File: src/rtl/frame_min_max_pkg.sv
// -----------------------------------------------------------------------------
// frame_min_max_pkg
// Shared definitions for the frame extrema accumulator:
//   - default sample and beat-counter widths
//   - FSM state encoding used by the top level
// No ports; imported by frame_min_max and its sub-module.
// -----------------------------------------------------------------------------
package frame_min_max_pkg;

    localparam int DEFAULT_INPUT_BIT_WIDTH = 32;
    localparam int DEFAULT_COUNT_BIT_WIDTH = 16;

    typedef enum logic [1:0] {
        IDLE  = 2'd0,
        ACCUM = 2'd1,
        HOLD  = 2'd2
    } state_t;

endpackage

File: src/rtl/frame_min_max_extrema_update.sv
// -----------------------------------------------------------------------------
// frame_min_max_extrema_update
// Purely combinational extrema step: folds one sample into a running
// minimum/maximum pair. Comparisons are unsigned and full width; a sample
// equal to the current extreme leaves that extreme unchanged.
//
// Ports:
//   cur_min  - current running minimum
//   cur_max  - current running maximum
//   sample   - new sample value
//   next_min - min(cur_min, sample)
//   next_max - max(cur_max, sample)
// -----------------------------------------------------------------------------
module frame_min_max_extrema_update
    import frame_min_max_pkg::*;
#(
    parameter int INPUT_BIT_WIDTH = DEFAULT_INPUT_BIT_WIDTH
) (
    input  logic [INPUT_BIT_WIDTH-1:0] cur_min,
    input  logic [INPUT_BIT_WIDTH-1:0] cur_max,
    input  logic [INPUT_BIT_WIDTH-1:0] sample,
    output logic [INPUT_BIT_WIDTH-1:0] next_min,
    output logic [INPUT_BIT_WIDTH-1:0] next_max
);

    // Strict compares so that ties keep the existing register value.
    always_comb begin
        next_min = cur_min;
        next_max = cur_max;
        if (sample < cur_min) begin
            next_min = sample;
        end
        if (sample > cur_max) begin
            next_max = sample;
        end
    end

endmodule

File: src/rtl/frame_min_max.sv
// -----------------------------------------------------------------------------
// frame_min_max
// Streaming extrema accumulator. Reduces each frame of unsigned samples,
// delivered over a valid/ready stream with an end-of-frame marker, to its
// minimum, maximum and (saturating) beat count. One registered result per
// frame is offered over a second valid/ready handshake.
//
// Ports:
//   Clk       - clock, rising edge active
//   Reset     - asynchronous, active-high reset
//   InValid   - sample on InData/InLast is valid
//   InReady   - block can accept a sample this cycle (state only)
//   InData    - sample value (unsigned)
//   InLast    - sample is the final beat of its frame
//   OutValid  - OutMin/OutMax/OutCount hold a completed frame result
//   OutReady  - consumer takes the result this cycle
//   OutMin    - frame minimum
//   OutMax    - frame maximum
//   OutCount  - beats in frame, saturating at all-ones
//
// State | Meaning
// ------+-----------------------------------------------------------
// IDLE  | no frame open; next accepted beat initialises the result
// ACCUM | frame open; accepted beats fold into min/max/count
// HOLD  | result presented on OutValid; input stalled until taken
// -----------------------------------------------------------------------------
module frame_min_max
    import frame_min_max_pkg::*;
#(
    parameter int INPUT_BIT_WIDTH = DEFAULT_INPUT_BIT_WIDTH,
    parameter int COUNT_BIT_WIDTH = DEFAULT_COUNT_BIT_WIDTH
) (
    input  logic                       Clk,
    input  logic                       Reset,
    input  logic                       InValid,
    output logic                       InReady,
    input  logic [INPUT_BIT_WIDTH-1:0] InData,
    input  logic                       InLast,
    output logic                       OutValid,
    input  logic                       OutReady,
    output logic [INPUT_BIT_WIDTH-1:0] OutMin,
    output logic [INPUT_BIT_WIDTH-1:0] OutMax,
    output logic [COUNT_BIT_WIDTH-1:0] OutCount
);

    state_t                     state;
    state_t                     state_next;
    logic [INPUT_BIT_WIDTH-1:0] min_q;
    logic [INPUT_BIT_WIDTH-1:0] max_q;
    logic [COUNT_BIT_WIDTH-1:0] count_q;
    logic [INPUT_BIT_WIDTH-1:0] upd_min;
    logic [INPUT_BIT_WIDTH-1:0] upd_max;
    logic                       in_ready;
    logic                       out_valid;
    logic                       accept;
    logic                       count_full;

    // Handshake flags come from the state register alone so InReady never
    // forms a combinational path from InValid.
    assign in_ready   = (state != HOLD);
    assign out_valid  = (state == HOLD);
    assign accept     = InValid && in_ready;
    assign count_full = &count_q;

    frame_min_max_extrema_update #(
        .INPUT_BIT_WIDTH (INPUT_BIT_WIDTH)
    ) u_extrema_update (
        .cur_min  (min_q),
        .cur_max  (max_q),
        .sample   (InData),
        .next_min (upd_min),
        .next_max (upd_max)
    );

    always_ff @(posedge Clk or posedge Reset) begin
        if (Reset) begin
            state <= IDLE;
        end else begin
            state <= state_next;
        end
    end

    always_comb begin
        state_next = state;
        case (state)
            IDLE: begin
                if (accept) begin
                    state_next = InLast ? HOLD : ACCUM;
                end
            end
            ACCUM: begin
                if (accept) begin
                    state_next = InLast ? HOLD : ACCUM;
                end
            end
            HOLD: begin
                if (OutReady) begin
                    state_next = IDLE;
                end
            end
            default: begin
                state_next = IDLE;
            end
        endcase
    end

    // The first beat of a frame seeds the result directly, so whatever was
    // left from the previous frame never leaks into the new one.
    always_ff @(posedge Clk or posedge Reset) begin
        if (Reset) begin
            min_q   <= '0;
            max_q   <= '0;
            count_q <= '0;
        end else if (accept) begin
            if (state == IDLE) begin
                min_q   <= InData;
                max_q   <= InData;
                count_q <= {{(COUNT_BIT_WIDTH-1){1'b0}}, 1'b1};
            end else begin
                min_q <= upd_min;
                max_q <= upd_max;
                if (!count_full) begin
                    count_q <= count_q + 1'b1;
                end
            end
        end
    end

    assign InReady  = in_ready;
    assign OutValid = out_valid;
    assign OutMin   = min_q;
    assign OutMax   = max_q;
    assign OutCount = count_q;

endmodule

File: config.mk
export PLATFORM = sky130hd
export DESIGN_NAME = frame_min_max
export DESIGN_NICKNAME = d
export VERILOG_FILES = /design/src/rtl/frame_min_max_pkg.sv /design/src/rtl/frame_min_max_extrema_update.sv /design/src/rtl/frame_min_max.sv
export SDC_FILE = /design/constraint.sdc
export NUM_CORES = 1
export LEC_CHECK = 0
export BUFFER_PORTS_ARGS = -buffer_cell sky130_fd_sc_hd__buf_2
export CAP_MARGIN = 15
export CORE_AREA = 2 2 105 107
export CTS_CLUSTER_DIAMETER = 60
export DETAILED_ROUTE_END_ITERATION = 10
export DIE_AREA = 0 0 107 109
export PLACE_DENSITY = 0.85
export SYNTH_ARGS = -nofsm -noshare
export SYNTH_HDL_FRONTEND = slang
export SYNTH_HIERARCHICAL = 1
export SYNTH_SLANG_ARGS = --single-unit
File: constraint.sdc
create_clock -name Clk -period 6.4 [get_ports Clk]
set_input_delay 0 -clock Clk [delete_from_list [all_inputs] [get_ports Clk]]
set_output_delay 0 -clock Clk [all_outputs]
set_load 0.02 [all_outputs]
==> impl_metrics.yaml <==
placed_design:
  hpwl_um: 10900
  portBuffers: 118
  dp.cells: 948
  place.gp.congestion: 0.883
grt:
  grt_start_max_net_pins: 132
  grt_pass1_wl_um: 25500
  antenna_found_initial: 0
  grt_pass1_vias: 5582
  grt_overflow: 0
  track_usage: 0.272
detailed_routing:
  wire_per_inst_um: 16.4
  vias_per_cell: 5.95
  route.vias.total: 5749
  drc_errors: 0
  dr.pass1.iters: 5
  postRouteWirelength_um: 15900
  dr.first_iter.drc_count: 369
  ant_nets: 0
clocking:
  cts.clk_slew.worst_paths_ns: 0.09
  cts_setup_buffers: 0
  cts.sinks: 82
  clockRootBuffer: "clkbuf_8"
  worst_skew_pair.late_latency_ns: 0.36
  cts_resized: 0
  clockBufferDepth: 2
  cts_buffers: 9
  cts_max_level: 3
  cts_tree: "built"
critical_path:
  path_common_cell: "a21o_1"
  required_ns: 6.59
  cp_max_fo: 20
  crit_buf_inv: 2
  crit_slowest_cell: "nor3_4"
  crit_family: "compound AO/OA/AOI/OAI gates"
  cp_slowest_stage_delay_ns: 0.65
  path_cells: "inv_1, ha_1, a21o_1, a21o_1, a21o_1, a31oi_1, a2111oi_2, nor3_4, buf_4, mux2_2, a21oi_1, o21ai_0"
  cp-start-kind: "register"
  arrival_ns: 3.73
  end_kind: "register"
  crit_type: "register to register"
timing:
  finalHoldViolCount: 24
  period_minus_slack_ns: 3.54
  whs_ns: -0.0222
  period_share: 0.553
  worstMarginPinSlew_ns: 1.15
  rsz0062_at_grt: "no"
  max_clock_freq_mhz: 283
  clock_skew_ns: 0.00942
  max-slew-margin-rel: 0.236
  setup_viol_count_final: 0
  drv_slew: 0
  setup_tns_ns: 0
yosys:
  synthMostInstantiatedCell: "a21oi_1"
  synth-seq-cells: 82
  post_synth_main_area_contributors: "dfrtp_1 33%, ha_1 13%, mux2_2 11%"
  mappedNetlistNets: 822
  synth_flop_cell: "dfrtp_1"
  syn-instance-count: 721
  async_reset_ff_frac: 1.00
  synth_common_cells: "92 x a21oi_1, 84 x nand2_1, 83 x o21ai_0, 82 x dfrtp_1, 69 x inv_1"
  syn_area_um2: 6250
  synth-edff-count: 0
  yosys.area.top_type: "dfrtp_1"
  postSynthAreaPerCell_um2: 8.67
  yosysSeqAreaShare: 0.328
  ys_types: 55
  yosys_warnings: 6
  synth_top_area_frac: 0.328
cells_and_area:
  layout-drive-gt1-share: 0.259
  antenna_cells: 0
  final_nets: 924
  syn_to_final_growth_pct: 13.5
  instances_no_fill: 967
power:
  leakagePower_nw: 3.51
  power_mw: 2.38
  swShare: 0.441
  p_sw_mw: 1.05
  p_comb_frac: 0.519
  vdd_drop_max_mv: 0.154
  clockPowerShare: 0.146
  p_int_mw: 1.33
  pwr-share-seq: 0.335
  power.density_nw_per_um2: 335
floorplan:
  start_util: 0.590
  io_pins: 119
  die_x_um: 107
  core_area_um2: 10600
  rows: 38
  dieArea_um2: 11700
  die_h_um: 109
run:
  max_cap_violations: 0
outcome:
  status: "finished with violations"
  violations: "hold timing"
min_path:
  hold_path.class: "primary input to asynchronous set/reset pin"
cells by family after synthesis:
| kind of cell | Yosys count | share of synthesized area |
|---|---|---|
| buffers and inverters | 104 | 0.0728 |
| and+or+nand+nor | 188 | 0.155 |
| muxes | 66 | 0.118 |
| AOI/OAI and AO/OA | 217 | 0.198 |
| adders and majority gates | 64 | 0.128 |
| DFF | 82 | 0.328 |
routing by layer:
layer	vias up	routed length, um	track usage
li1	2755	-	-
met1	2774	6830	0.343
met2	196	7910	0.464
met3	24	810	0.0371
met4	0	320	0.130
met5	-	0	0
power groups by stage:
| stage | combinational, mW | sequential, mW | clock, mW |
|---|---|---|---|
| 5_1_grt | 1.35 | 0.813 | 0.380 |
| 4_1_cts | 1.21 | 0.792 | 0.355 |
| 3_3_place_gp | 1.15 | 0.789 | 0 |
| 3_5_place_dp | 1.20 | 0.801 | 0 |
| 6_report | 1.23 | 0.795 | 0.346 |
| 2_1_floorplan | 0.726 | 0.928 | 0 |
final cells by class:
cell class              instances  area, um2
fillers                       874       3510
inverters                      69        260
repair buffers                126        671
clock inverters                 3       15.0
multi-input cells             535       3770
flip-flops and latches         82       2050
clock buffers                  12        155
well taps                     140        175
sequential cells by signal (all words and copies together), names as in the netlist:
signal	flops
OutMax	32
OutMin	32
OutCount	16
state	2
stage by stage:
| step | instance area (um2) | utilization | worst slack [ns] |
|---|---|---|---|
| floorplan | 6250 | - | 3.65 |
| global placement | 6870 | 0.648 | 3.01 |
| detailed placement | 6870 | 0.648 | 2.95 |
| CTS | 7070 | 0.667 | 2.92 |
| global route | 7090 | 0.669 | 2.66 |
| finish | 7090 | 0.669 | 2.86 |
worst register-to-register path, stage by stage, from the launching register on:
cell and delay (ns):
dfrtp_1 0.40, inv_1 0.06, ha_1 0.31, a21o_1 0.16
a21o_1 0.17, a21o_1 0.18, a31oi_1 0.25, a2111oi_2 0.14
nor3_4 0.65, buf_4 0.44, mux2_2 0.39, a21oi_1 0.13
o21ai_0 0.09
repair_timing:
action	4_1_cts	5_1_grt
hold endpoints to repair	2	0
setup endpoints to repair	0	0
hold buffers	3	0
cells in the final DEF, fill, tap and decap left out, types with 2 or more instances in the layout:
| cell type | Yosys | routed |
|---|---|---|
| o22a_1 | 2 | 2 |
| clkinv_2 | 0 | 4 |
| clkbuf_8 | 0 | 11 |
| nor2_1 | 9 | 8 |
| and3_1 | 5 | 5 |
| nand3_1 | 13 | 13 |
| nor2b_1 | 4 | 4 |
| buf_2 | 7 | 118 |
| o211ai_1 | 2 | 2 |
| and4_1 | 2 | 2 |
| nor3_1 | 5 | 5 |
| or2_2 | 1 | 2 |
| dfrtp_1 | 82 | 82 |
| a22o_1 | 7 | 7 |
| nor4_1 | 3 | 3 |
| mux2_1 | 2 | 2 |
| and2_1 | 36 | 36 |
| o21ai_0 | 83 | 83 |
| mux2_2 | 62 | 62 |
| ha_1 | 64 | 64 |
| nand4_1 | 14 | 14 |
| dlygate4sd3_1 | 0 | 3 |
| buf_4 | 1 | 4 |
| a221o_1 | 2 | 2 |
| a21oi_1 | 92 | 92 |
| mux2i_1 | 2 | 2 |
| nand2_1 | 84 | 84 |
| a21o_1 | 10 | 10 |
| inv_1 | 69 | 68 |
| o221ai_1 | 5 | 5 |
worst paths after layout:
check	start	endpoint	slack, ns	cells after the start
max	OutMin[13]$_DFFE_PP0P_	OutMin[15]$_DFFE_PP0P_	2.86	12
min	Reset	OutCount[0]$_DFFE_PP0P_	-0.02	3
max reg2reg	OutMin[13]$_DFFE_PP0P_	OutMin[15]$_DFFE_PP0P_	2.86	12
min reg2reg	OutMin[5]$_DFFE_PP0P_	OutMin[5]$_DFFE_PP0P_	0.52	2
max in group asynchronous	Reset	OutMin[0]$_DFFE_PP0P_	5.75	3
min in group Clk	InValid	state[0]$_DFFE_PP0P_	0.04	3
(Power assumes the default switching activity.)
